--- config.mk ---
export PLATFORM = sky130hd
export DESIGN_NAME = ps2_scancode_decoder
export DESIGN_NICKNAME = d
export VERILOG_FILES = /design/src/rtl/ps2_pkg.sv /design/src/rtl/ps2_event_fifo.sv /design/src/rtl/ps2_scancode_decoder.sv
export SDC_FILE = /design/constraint.sdc
export NUM_CORES = 1
export LEC_CHECK = 0
export CAP_MARGIN = 25
export CORE_MARGIN = 4
export CORE_UTILIZATION = 61
export CTS_CLUSTER_SIZE = 30
export DETAILED_ROUTE_END_ITERATION = 8
export PLACE_DENSITY = 0.91
export SYNTH_ARGS = -nofsm -noshare
export SYNTH_HDL_FRONTEND = slang
export SYNTH_SLANG_ARGS = --single-unit
--- constraint.sdc ---
create_clock -name CLOCK_50 -period 6.3 [get_ports CLOCK_50]
set_input_delay 1.89 -clock CLOCK_50 [delete_from_list [all_inputs] [get_ports CLOCK_50]]
set_output_delay 1.89 -clock CLOCK_50 [all_outputs]
set_load 0.005 [all_outputs]
--- src/rtl/ps2_pkg.sv ---
// Shared constants, parser state and event types for the PS/2 scancode decoder.
// Covers the prefix bytes, the keyboard responses that never become events, and the arrow keys.
package ps2_pkg;

    localparam logic [7:0] SC_PREFIX_EXT = 8'hE0;
    localparam logic [7:0] SC_PREFIX_BRK = 8'hF0;

    // Keyboard responses that are not key events when seen outside a prefix sequence
    localparam logic [7:0] SC_BAT_OK  = 8'hAA;
    localparam logic [7:0] SC_ACK     = 8'hFA;
    localparam logic [7:0] SC_ECHO    = 8'hEE;
    localparam logic [7:0] SC_BAT_ERR = 8'hFC;
    localparam logic [7:0] SC_RESEND  = 8'hFE;
    localparam logic [7:0] SC_ERR0    = 8'h00;

    localparam logic [7:0] SC_LEFT  = 8'h6B;
    localparam logic [7:0] SC_RIGHT = 8'h74;
    localparam logic [7:0] SC_DOWN  = 8'h72;
    localparam logic [7:0] SC_UP    = 8'h75;

    localparam int EVENT_W = 10;

    typedef enum logic [1:0] {
        ST_IDLE    = 2'd0,
        ST_EXT     = 2'd1,
        ST_BRK     = 2'd2,
        ST_EXT_BRK = 2'd3
    } ps2_state_t;

    typedef struct packed {
        logic       ext;
        logic       brk;
        logic [7:0] code;
    } ps2_event_t;

    function automatic logic is_ignored(input logic [7:0] b);
        return b inside {SC_BAT_OK, SC_ACK, SC_ECHO, SC_BAT_ERR, SC_RESEND, SC_ERR0};
    endfunction

    // One-hot position in the arrows vector {up, down, right, left}; zero for any other code.
    function automatic logic [3:0] arrow_mask(input logic [7:0] code);
        logic [3:0] m;
        m = 4'b0000;
        case (code)
            SC_LEFT:  m = 4'b0001;
            SC_RIGHT: m = 4'b0010;
            SC_DOWN:  m = 4'b0100;
            SC_UP:    m = 4'b1000;
            default:  m = 4'b0000;
        endcase
        return m;
    endfunction

endpackage

--- src/rtl/ps2_event_fifo.sv ---
// Show-ahead event FIFO: the head entry is presented combinationally while not empty.
// Pushing when full is only accepted if the head is popped in the same cycle.
module ps2_event_fifo #(
    parameter int DEPTH = 4,
    parameter int WIDTH = 10
) (
    input  logic             clk,
    input  logic             rst,
    input  logic             push,
    input  logic [WIDTH-1:0] push_data,
    input  logic             pop,
    output logic [WIDTH-1:0] head_data,
    output logic             full,
    output logic             empty
);

    localparam int AW = $clog2(DEPTH);
    localparam logic [AW:0] FULL_CNT = (AW+1)'(DEPTH);

    logic [WIDTH-1:0] mem_q [DEPTH];
    logic [WIDTH-1:0] mem_d [DEPTH];
    logic [AW-1:0]    wr_ptr_q, wr_ptr_d;
    logic [AW-1:0]    rd_ptr_q, rd_ptr_d;
    logic [AW:0]      count_q, count_d;
    logic             push_ok;
    logic             pop_ok;

    assign full      = (count_q == FULL_CNT);
    assign empty     = (count_q == '0);
    assign head_data = mem_q[rd_ptr_q];
    assign pop_ok    = pop & ~empty;
    assign push_ok   = push & (~full | pop_ok);

    always_comb begin
        mem_d    = mem_q;
        wr_ptr_d = wr_ptr_q;
        rd_ptr_d = rd_ptr_q;
        count_d  = count_q;
        if (push_ok) begin
            mem_d[wr_ptr_q] = push_data;
            wr_ptr_d        = wr_ptr_q + AW'(1);
        end
        if (pop_ok) begin
            rd_ptr_d = rd_ptr_q + AW'(1);
        end
        case ({push_ok, pop_ok})
            2'b10:   count_d = count_q + (AW+1)'(1);
            2'b01:   count_d = count_q - (AW+1)'(1);
            default: count_d = count_q;
        endcase
    end

    // Storage needs no reset: empty gates everything read from it.
    always_ff @(posedge clk) begin
        mem_q <= mem_d;
    end

    always_ff @(posedge clk or posedge rst) begin
        if (rst) begin
            wr_ptr_q <= '0;
            rd_ptr_q <= '0;
            count_q  <= '0;
        end else begin
            wr_ptr_q <= wr_ptr_d;
            rd_ptr_q <= rd_ptr_d;
            count_q  <= count_d;
        end
    end

endmodule

--- src/rtl/ps2_scancode_decoder.sv ---
// PS/2 set-2 scancode parser: strips E0/F0 prefixes, queues key events and tracks held arrow keys.
// state      | meaning
// ST_IDLE    | no prefix pending
// ST_EXT     | E0 seen
// ST_BRK     | F0 seen
// ST_EXT_BRK | E0 then F0 seen
module ps2_scancode_decoder
    import ps2_pkg::*;
#(
    parameter int FIFO_DEPTH     = 4,
    parameter int TIMEOUT_CYCLES = 2_500_000
) (
    input  logic       CLOCK_50,
    input  logic       reset,
    input  logic [7:0] ps2_byte,
    input  logic       ps2_byte_en,
    output logic       event_valid,
    input  logic       event_ready,
    output logic [7:0] event_code,
    output logic       event_ext,
    output logic       event_break,
    output logic       event_overflow,
    output logic [3:0] arrows
);

    localparam int CNT_W = $clog2(TIMEOUT_CYCLES + 1);
    localparam logic [CNT_W-1:0] CNT_LAST = CNT_W'(TIMEOUT_CYCLES - 1);

    ps2_state_t       state_q, state_d;
    logic [CNT_W-1:0] cnt_q, cnt_d;
    logic [3:0]       arrows_q, arrows_d;
    logic             overflow_q, overflow_d;
    logic             push;
    ps2_event_t       push_evt;
    ps2_event_t       head_evt;
    logic             fifo_full;
    logic             fifo_empty;

    always_comb begin
        state_d  = state_q;
        cnt_d    = cnt_q;
        push     = 1'b0;
        push_evt = '0;
        if (ps2_byte_en) begin
            cnt_d = '0;
            unique case (state_q)
                ST_IDLE: begin
                    if (ps2_byte == SC_PREFIX_EXT) begin
                        state_d = ST_EXT;
                    end else if (ps2_byte == SC_PREFIX_BRK) begin
                        state_d = ST_BRK;
                    end else if (!is_ignored(ps2_byte)) begin
                        push     = 1'b1;
                        push_evt = '{ext: 1'b0, brk: 1'b0, code: ps2_byte};
                    end
                end
                ST_EXT: begin
                    if (ps2_byte == SC_PREFIX_EXT) begin
                        state_d = ST_EXT;
                    end else if (ps2_byte == SC_PREFIX_BRK) begin
                        state_d = ST_EXT_BRK;
                    end else begin
                        push     = 1'b1;
                        push_evt = '{ext: 1'b1, brk: 1'b0, code: ps2_byte};
                        state_d  = ST_IDLE;
                    end
                end
                ST_BRK, ST_EXT_BRK: begin
                    // A new prefix mid-break restarts the sequence rather than completing it
                    if (ps2_byte == SC_PREFIX_EXT) begin
                        state_d = ST_EXT;
                    end else if (ps2_byte == SC_PREFIX_BRK) begin
                        state_d = ST_BRK;
                    end else begin
                        push     = 1'b1;
                        push_evt = '{ext: (state_q == ST_EXT_BRK), brk: 1'b1, code: ps2_byte};
                        state_d  = ST_IDLE;
                    end
                end
            endcase
        end else if (state_q != ST_IDLE) begin
            if (cnt_q == CNT_LAST) begin
                state_d = ST_IDLE;
                cnt_d   = '0;
            end else begin
                cnt_d = cnt_q + CNT_W'(1);
            end
        end
    end

    // Arrow state follows the parser even when the event itself is dropped
    always_comb begin
        arrows_d = arrows_q;
        if (push && push_evt.ext) begin
            if (push_evt.brk) begin
                arrows_d = arrows_q & ~arrow_mask(push_evt.code);
            end else begin
                arrows_d = arrows_q | arrow_mask(push_evt.code);
            end
        end
    end

    assign overflow_d = overflow_q | (push & fifo_full & ~(event_ready & ~fifo_empty));

    always_ff @(posedge CLOCK_50 or posedge reset) begin
        if (reset) begin
            state_q    <= ST_IDLE;
            cnt_q      <= '0;
            arrows_q   <= '0;
            overflow_q <= 1'b0;
        end else begin
            state_q    <= state_d;
            cnt_q      <= cnt_d;
            arrows_q   <= arrows_d;
            overflow_q <= overflow_d;
        end
    end

    ps2_event_fifo #(
        .DEPTH (FIFO_DEPTH),
        .WIDTH (EVENT_W)
    ) u_fifo (
        .clk       (CLOCK_50),
        .rst       (reset),
        .push      (push),
        .push_data (push_evt),
        .pop       (event_ready),
        .head_data (head_evt),
        .full      (fifo_full),
        .empty     (fifo_empty)
    );

    assign event_valid    = ~fifo_empty;
    assign event_code     = fifo_empty ? 8'h00 : head_evt.code;
    assign event_ext      = ~fifo_empty & head_evt.ext;
    assign event_break    = ~fifo_empty & head_evt.brk;
    assign event_overflow = overflow_q;
    assign arrows         = arrows_q;

endmodule

* Yosys cells after proc, flatten, opt, wreduce, memory -nomap -nowiden
Index checks and enable logic that the tools add are counted.
** Storage, ports and cells
- ROM bits :: 0
- Memories :: 0
- Latch bits :: 0
- Register bits after elaboration :: 76
- Output and inout bits :: 16
- Bits in writable memories :: 0
- Input port bits :: 12
** Cells by class
- Shift operators :: 0
- Bitwise gates (word level) :: 16
- Add/subtract/negate cells :: 5
- Equality and inequality tests :: 19
- Reduce and logical (&&, ||, !) cells :: 13
- Mux-type cells :: 43
- Multiply operators :: 0
- Order comparisons :: 3
- Div/mod/pow operators :: 0
** Operators by type and width (number)
- 2-to-1 mux 10 bit :: 8
- 2-to-1 mux 22 bit :: 3
- == test 8 bit (second input constant) :: 7
- bitwise mux 40 bit :: 1
- == test 8 x 7 -> 1 bit (second input constant) :: 4
- 2-to-1 mux 8 bit :: 4
- one-hot mux 10 bit (3 select lines) :: 1
- adder 22 x 1 -> 22 bit (second input constant) :: 1
- == test 22 bit (second input constant) :: 1
- binary-select mux 10 bit (select 2 bit) :: 1
- demux 10 bit (select 2 bit) :: 1
- 2-to-1 mux 4 bit :: 5
- 2-to-1 mux 2 bit :: 9
- one-hot mux 4 bit (4 select lines) :: 1
- logical NOT 8 bit :: 1
- nonzero test 2 bit :: 4
- bitwise AND 1 bit :: 6
- == test 2 bit (second input constant) :: 3
- >= comparator 3 bit (second input constant) :: 2
- 2-to-1 mux 1 bit :: 6
- NOT 2 -> 3 bit :: 2
- one-hot mux 2 bit (3 select lines) :: 1
- one-hot mux 3 bit (2 select lines) :: 1
- nonzero test 6 bit :: 1
- 19 further kinds :: 25

* Depth between registers and ports, before layout
Gate-level depths: netlist of run 1.
- Depth in word-level cells :: 14
- Mapped depth :: 11

* Hierarchy
From an unflattened synthesis of run 1, not the netlist that was laid out.
** Unflattened totals
- Cells, all modules :: 331
- Area, all modules :: 3834.9 um^2
** Modules (own cells, without submodules)
- ps2_scancode_decoder :: cells an instance 240, instances 1, area an instance 1958.1 um^2
- ps2_event_fifo :: cells an instance 91, instances 1, area an instance 1876.8 um^2

* Worst setup path before layout of run 1
No wires, ideal clock.
- Path kind :: input -> register
- Start point :: input ps2_byte[4]
- End point :: register u_fifo.count_q[2]
- Library setup time :: 79 ps
- Path slack :: 2350 ps
- Arrival time :: 3871 ps
- Path buffers :: 0
- Data required time :: 6221 ps
- Stages :: 11
- Path through :: or3_1 > o2bb2a_2 > o31ai_4 > nor3_2 > inv_1 > ha_1 > inv_1 > fa_1 > xor2_1 > nor2_1 > xor2_1
** On the way
- Longest elaborated chain between the ends :: 10
- Elaborated cells between the ends (all ways) :: 21
** Ends and longest elaborated chain
- start: declaration :: line ps2_scancode_decoder.sv:15 : input logic [7:0] ps2_byte,
- == test 8 bit or logical NOT 8 bit (tied branches) :: line ps2_pkg.sv:37 : return b inside {SC_BAT_OK, SC_ACK, SC_ECHO, SC_BAT_ERR, SC_RESEND, SC_ERR0};
- nonzero test 6 bit :: line ps2_pkg.sv:37
- 2-to-1 mux 1 bit :: line ps2_scancode_decoder.sv:52 : end else if (!is_ignored(ps2_byte)) begin
- 2-to-1 mux 1 bit :: line ps2_scancode_decoder.sv:50 : end else if (ps2_byte == SC_PREFIX_BRK) begin
- 2-to-1 mux 1 bit :: line ps2_scancode_decoder.sv:48 : if (ps2_byte == SC_PREFIX_EXT) begin
- one-hot mux 1 bit (2 select lines) * :: line ps2_scancode_decoder.sv:46 : unique case (state_q)
- 2-to-1 mux 1 bit * :: line ps2_scancode_decoder.sv:44 : if (ps2_byte_en) begin
- bitwise AND 1 bit * :: line ps2_event_fifo.sv:32 : assign push_ok = push & (~full | pop_ok);
- == test 2 x 1 -> 1 bit or == test 2 bit (tied branches) :: line ps2_event_fifo.sv:46 : case ({push_ok, pop_ok})
- one-hot mux 3 bit (2 select lines) or nonzero test 2 bit (tied branches)
- end signal: assignment :: line ps2_event_fifo.sv:66 : count_q <= count_d;
- end: declaration :: line ps2_event_fifo.sv:24 : logic [AW:0] count_q, count_d;
Mark *: on every way between the ends. The rest lies on a longest branch, timed or not.
A chain may end at the register's enable or synchronous reset.

* Worst setup path after layout of run 1
Same ends and word-level chain as after synthesis.

==> out/results.ini, run 1 <==
[global_route]
grt_pass1_wl_mm=12.5
antenna_found_initial=0
grt_overflow=0
grt_max_degree=37
grt_pass1_vias=2516
track_usage=0.224

[sta]
clock.fmax_ghz=0.230
clock_skew_ps=6.01
drv_slew=0
finalSetupViolCount=0
worst_slew_pin_slew_ps=1070
hold_viol_final=0
relSlewSlack=0.288
fin_setup_tns_ps=0
rsz0062_at_grt=false
finalCriticalPeriod_ps=4350
fin_crit_sh=0.690

[placement]
place_area_um2=3990
place.gp.congestion=0.874
port_buffers=27
hpwlAfterDp_mm=5.07

[logic_synthesis]
netlist_instances=294
yosys.area.top_type_share=0.330
syn_area_per_cell_um2=12.4
ys_seq_elements=76
netlist-cell-type-count=50
seq_area_frac_synth=0.577
synth_top_cell_by_area=edfxtp_1
async_reset_ff_frac=0.474
synthesis.area_um2=3640
synthFlopType=edfxtp_1
yosysWarnings=0
ys_top_cells_by_area=edfxtp_1 (33%), dfrtp_1 (25%), mux4_2 (6.2%)
synth_edf_count=40
synth.net_count=313

[critical_path]
cp.arrival_ps=4620
timing.rr.end=cnt_q[9]
path_class=in2reg
worstPathMaxFanout=8
crit_path_start_kind=input port
r2r_slack_ps=3670
worst_r2r_startpoint=cnt_q[16]
r2r_cells=5
crit_end=u_fifo.count_q[2]
worstSetupStartpoint=ps2_byte[4]
end_kind=flip-flop
required_ps=6570

[floorplanning]
die_area_um2=7280
ioPinCount=28
start_util=0.646
row_count=27
design.core.area_um2=5640
die_x_um=85.3
fp.dieH_um=85.3

[clock_network]
cts_setup_buffers=0
htreeDepth=3
cts_resized=0
holdBufCountCts=0
numCtsBuffers=9
cts_tree=done
clockBufferDepth=2
root_buffer=clkbuf_8
clock-sinks=76
cts.clk_slew.worst_paths_ps=70
clock_latency_ps=340

[pwr]
ir_worst_vdd_mv=0.231
seqPwrFrac=0.466
p_leak_nw=1.63
p_comb_frac=0.271
switchingPower_mw=0.399
swShare=0.271
p_clk_frac=0.263
power_density_nw_per_um2=352
p_int_mw=1.08

[final_layout]
fin_util=0.743
drive_gt1_frac=0.103
antennaDiodeCount=0
fillers=341
fin_nets=345
design_area_um2=4190
final_cell_mix=edfxtp_1 (40), dfrtp_1 (36), nand2_1 (27), clkdlybuf4s50_1 (27), nor2_1 (23)
area_growth_pct=15.0
final_common_cell=edfxtp_1

[route]
drc=0
final_antenna_net_count=0
routed_via_density=6.06
route.final.wire_length_mm=7.41
vias=2438
drt_iter0_drc=193
wl_per_cell_um=18.4
dr.pass1.iters=4

[run]
drv_cap=0

[min_path]
hp-class=reg2reg
hold-path-cell-count=1

[run_status]
outcome=complete, no violations

synthesized netlist by cell type, types with 3 or more instances:
library cell	number
nor3_1	3
o22ai_1	3
nand4b_1	3
or3_1	3
nand2b_1	3
nor4_1	4
and2_1	22
mux4_2	10
o21ai_1	3
dfrtp_1	36
nand3_1	12
clkbuf_1	5
or4b_1	3
ha_1	6
nand4_1	8
a21oi_1	5
inv_1	16
edfxtp_1	40
nand2_1	27
xor2_1	13
xnor2_1	6
nor2_1	23
buf_2	3
o21ai_0	7
flip-flops by register name (all words and copies together), names as in the netlist, named ones only:
| name | count |
|---|---|
| state_q | 2 |
| cnt_q | 22 |
| u_fifo.count_q | 3 |
| u_fifo.rd_ptr_q | 2 |
| event_overflow | 1 |
| u_fifo.mem_q | 40 |
| u_fifo.wr_ptr_q | 2 |
power by group through the flow:
stage | registers, mW | logic [mW] | clock network, mW
floorplan | 0.653 | 0.263 | 0
global placement | 0.689 | 0.383 | 0
detailed placement | 0.700 | 0.406 | 0
CTS | 0.689 | 0.408 | 0.390
global route | 0.699 | 0.441 | 0.416
finish | 0.687 | 0.399 | 0.388
metrics by stage:
step                      setup WS [ps]  power (mW)  hold WS (ps)  std cells
after CTS                          1940        1.49           480        402
after global placement             1720        1.07           457        387
after global routing               1770        1.56           509        402
final                              1950        1.47           476        402
after detailed placement           1580        1.11           464        387
after floorplan                    2350       0.916           447        294
cell type report:
cell class                      count  area (um^2)  area share
Clock buffer                        9          124      0.0296
Multi-Input combinational cell    194         1450       0.346
Inverter                           16         60.1      0.0143
Sequential cell                    76         2100       0.502
Tap cell                           72         90.1      0.0215
Clock inverter                      6         80.1      0.0191
Timing Repair Buffer               29          285      0.0681
layer usage:
metal	global-route usage	up-vias	wire length (um)
met5	0	-	0
li1	-	1132	-
met1	0.264	1216	2800
met2	0.402	77	4130
met3	0.0350	13	334
met4	0.0964	0	147
cell families (layout without fill, tap and decap cells):
logic type,after synthesis,after routing,share of synthesized area
and+or+nand+nor,127,127,0.203
DFF,76,76,0.577
AOI/OAI and AO/OA,29,29,0.0556
buffers and inverters,24,60,0.0257
xor gates and xnor gates,19,19,0.0457
muxes,12,12,0.0676
adders and majority gates,7,7,0.0261
worst min path at each step:
stage / startpoint / to
after floorplan: u_fifo.count_q[2] / u_fifo.count_q[2]
after global placement: event_overflow / event_overflow
after detailed placement: event_overflow / event_overflow
after CTS: event_overflow / event_overflow
after global routing: event_overflow / event_overflow
final: event_overflow / event_overflow
critical path, cell delays in order:
cell,delay (ps)
clkdlybuf4s50_1,530
or3_1,400
o2bb2a_2,290
o31ai_4,240
nor3_2,140
inv_1,100
ha_1,170
inv_1,60
fa_1,380
xor2_1,150
nor2_1,110
xor2_1,150
Note: power is estimated with default switching activity, not from simulation.
==> run 2: changes to the inputs <==
--- a/config.mk
+++ b/config.mk
@@ -7,10 +7,10 @@
 export LEC_CHECK = 0
 export CAP_MARGIN = 25
 export CORE_MARGIN = 4
-export CORE_UTILIZATION = 61
+export CORE_UTILIZATION = 58
 export CTS_CLUSTER_SIZE = 30
 export DETAILED_ROUTE_END_ITERATION = 8
-export PLACE_DENSITY = 0.91
+export PLACE_DENSITY = 0.87
 export SYNTH_ARGS = -nofsm -noshare
 export SYNTH_HDL_FRONTEND = slang
 export SYNTH_SLANG_ARGS = --single-unit
==> constraint.sdc (replaced) <==
create_clock -name CLOCK_50 -period 4.47 [get_ports CLOCK_50]
set_input_delay 1.341 -clock CLOCK_50 [delete_from_list [all_inputs] [get_ports CLOCK_50]]
set_output_delay 1.341 -clock CLOCK_50 [all_outputs]
set_load 0.005 [all_outputs]
==> out/results.ini, run 2 (synthesis results as in run 1) <==
[final_layout]
fin_nets=347  ; was 345
reg_top3=u_fifo.mem_q: 40 flops, cnt_q: 22 flops, u_fifo.count_q: 3 flops  ; unchanged
largest_reg_flops=40  ; unchanged
fillers=420  ; was 341
regMostFlops=u_fifo.mem_q  ; unchanged
antennaDiodeCount=0  ; unchanged
area_growth_pct=16.2  ; was 15.0%
multi_input_comb_area_um2=1450  ; unchanged
drive_gt1_frac=0.117  ; was 0.103
regArea_um2=2100  ; unchanged
final_common_cell=edfxtp_1  ; unchanged
design_area_um2=4240  ; was 4190 um^2
final_cell_mix=edfxtp_1 (40), dfrtp_1 (36), nand2_1 (27), clkdlybuf4s50_1 (27), nor2_1 (23)  ; unchanged

[floorplanning]
design.core.area_um2=6030  ; was 5640 um^2
ioPinCount=28  ; unchanged
die_area_um2=7620  ; was 7280 um^2
start_util=0.605  ; was 0.646
fp.dieH_um=87.3  ; was 85.3 um
row_count=28  ; was 27
die_x_um=87.3  ; was 85.3 um

[clock_network]
clock_latency_ps=350  ; was 340 ps
clock-sinks=76  ; unchanged
clockBufferDepth=2  ; unchanged
cts_resized=0  ; unchanged
numCtsBuffers=9  ; unchanged
root_buffer=clkbuf_8  ; unchanged
htreeDepth=3  ; unchanged
cts_tree=done  ; unchanged
cts_setup_buffers=0  ; unchanged
holdBufCountCts=0  ; unchanged
cts.clk_slew.worst_paths_ps=80  ; was 70 ps

[sta]
fin_setup_tns_ps=0  ; unchanged
clock_skew_ps=7.38  ; was 6.01 ps
rsz0062_at_grt=false  ; unchanged
drv_slew=0  ; unchanged
hold_ws_ps=478  ; was 476 ps
hold_viol_final=0  ; unchanged
relSlewSlack=0.427  ; was 0.288
finalSetupViolCount=0  ; unchanged
worst_slew_pin_slew_ps=853  ; was 1070 ps
timing.final.ws_setup_ps=646  ; was 1950 ps
fin_crit_sh=0.856
finalCriticalPeriod_ps=3820
clock.fmax_ghz=0.261

[min_path]
hp-class=reg2reg  ; unchanged
min-delay-start=event_overflow  ; unchanged

[global_route]
grt_pass1_wl_mm=12.1  ; was 12.5 mm
grt_pass1_vias=2408  ; was 2516
antenna_found_initial=0  ; unchanged
grt_max_degree=37  ; unchanged
grt_overflow=0  ; unchanged
track_usage=0.215  ; was 0.224

[critical_path]
cp.arrival_ps=4100  ; was 4620 ps
required_ps=4740  ; was 6570 ps
path_class=in2reg  ; unchanged
crit_path_start_kind=input port  ; unchanged
worstPathMaxFanout=8  ; unchanged
end_kind=flip-flop  ; unchanged
worst_r2r_startpoint=cnt_q[11]  ; was cnt_q[16]
worstSetupStartpoint=ps2_byte[4]  ; unchanged

[route]
vias=2398  ; was 2438
wl_met3_um=292  ; was 334 um
wl_per_cell_um=17.8  ; was 18.4 um
dr.pass1.iters=5  ; was 4
drt-met1-wl_mm=2.95  ; was 2.80 mm
drc=0  ; unchanged
final_antenna_net_count=0  ; unchanged
wl_met2_mm=3.93  ; was 4.13 mm
routed_via_density=5.88  ; was 6.06
drt_iter0_drc=128  ; was 193
route.final.wire_length_mm=7.27  ; was 7.41 mm
top_layer=met4  ; unchanged

[pwr]
p_leak_nw=1.65  ; was 1.63 nW
ir_worst_vdd_mv=0.354  ; was 0.231 mV
power_density_nw_per_um2=501  ; was 352 nW/um^2

[placement]
place.gp.congestion=0.875  ; was 0.874
place_ws_ps=272  ; was 1580 ps
hpwlAfterDp_mm=5.17  ; was 5.07 mm
port_buffers=27  ; unchanged
place_area_um2=4010  ; was 3990 um^2

[run_status]
outcome=complete, no violations  ; unchanged

[run]
drv_cap=0  ; unchanged

[run 2: cell types whose count changed in the layout (fill, tap and decap cells not counted), moves of 2 or more]
cell	change
inv_6	+2
buf_4	+2
clkinv_1	-2
clkinv_4	+2
[run 2: path summary, 6_finish.rpt]
kind,to,slack (ps),cells past startpoint
max in group asynchronous,cnt_q[6],2760,3
worst max-delay path,u_fifo.count_q[2],650,12
min in group asynchronous,u_fifo.rd_ptr_q[0],1390,3
worst max register to register,cnt_q[9],1940,6
worst min register to register,event_overflow,480,1
worst min-delay path,event_overflow,480,1
[run 2: report_power, final]
part           total, mW  internal [mW]  leakage [nW]  switching (mW)
sequential         0.970          0.867         0.847           0.103
combinational      0.559          0.342         0.689           0.216
clock              0.594          0.324         0.116           0.270
[run 2: layout make-up]
type,count,share of cell area
Inverter,16,0.0142
Multi-Input combinational cell,194,0.342
Tap cell,75,0.0222
Timing Repair Buffer,31,0.0709
Sequential cell,76,0.496
Clock inverter,7,0.0251
Clock buffer,9,0.0292
[run 2: stage by stage]
step                power [mW]  cells  utilization
floorplan                 1.29    294            -
global placement          1.51    392        0.665
detailed placement        1.56    392        0.665
CTS                       2.15    408        0.703
global route              2.24    408        0.703
finish                    2.12    408        0.703
[run 2: worst max-delay path, stage by stage]
cell	delay, ps
clkdlybuf4s50_1	530
or3_1	400
o2bb2a_2	290
o31ai_4	230
nor3_2	140
inv_1	100
ha_1	170
inv_1	70
fa_1	370
xor2_1	150
nor2_1	130
xor2_1	160
[run 2: layer usage]
| metal | vias to the layer above | GRT usage |
|---|---|---|
| li1 | 1141 | - |
| met1 | 1193 | 0.269 |
| met2 | 58 | 0.365 |
| met3 | 6 | 0.0549 |
| met4 | 0 | 0.0711 |
| met5 | - | 0 |
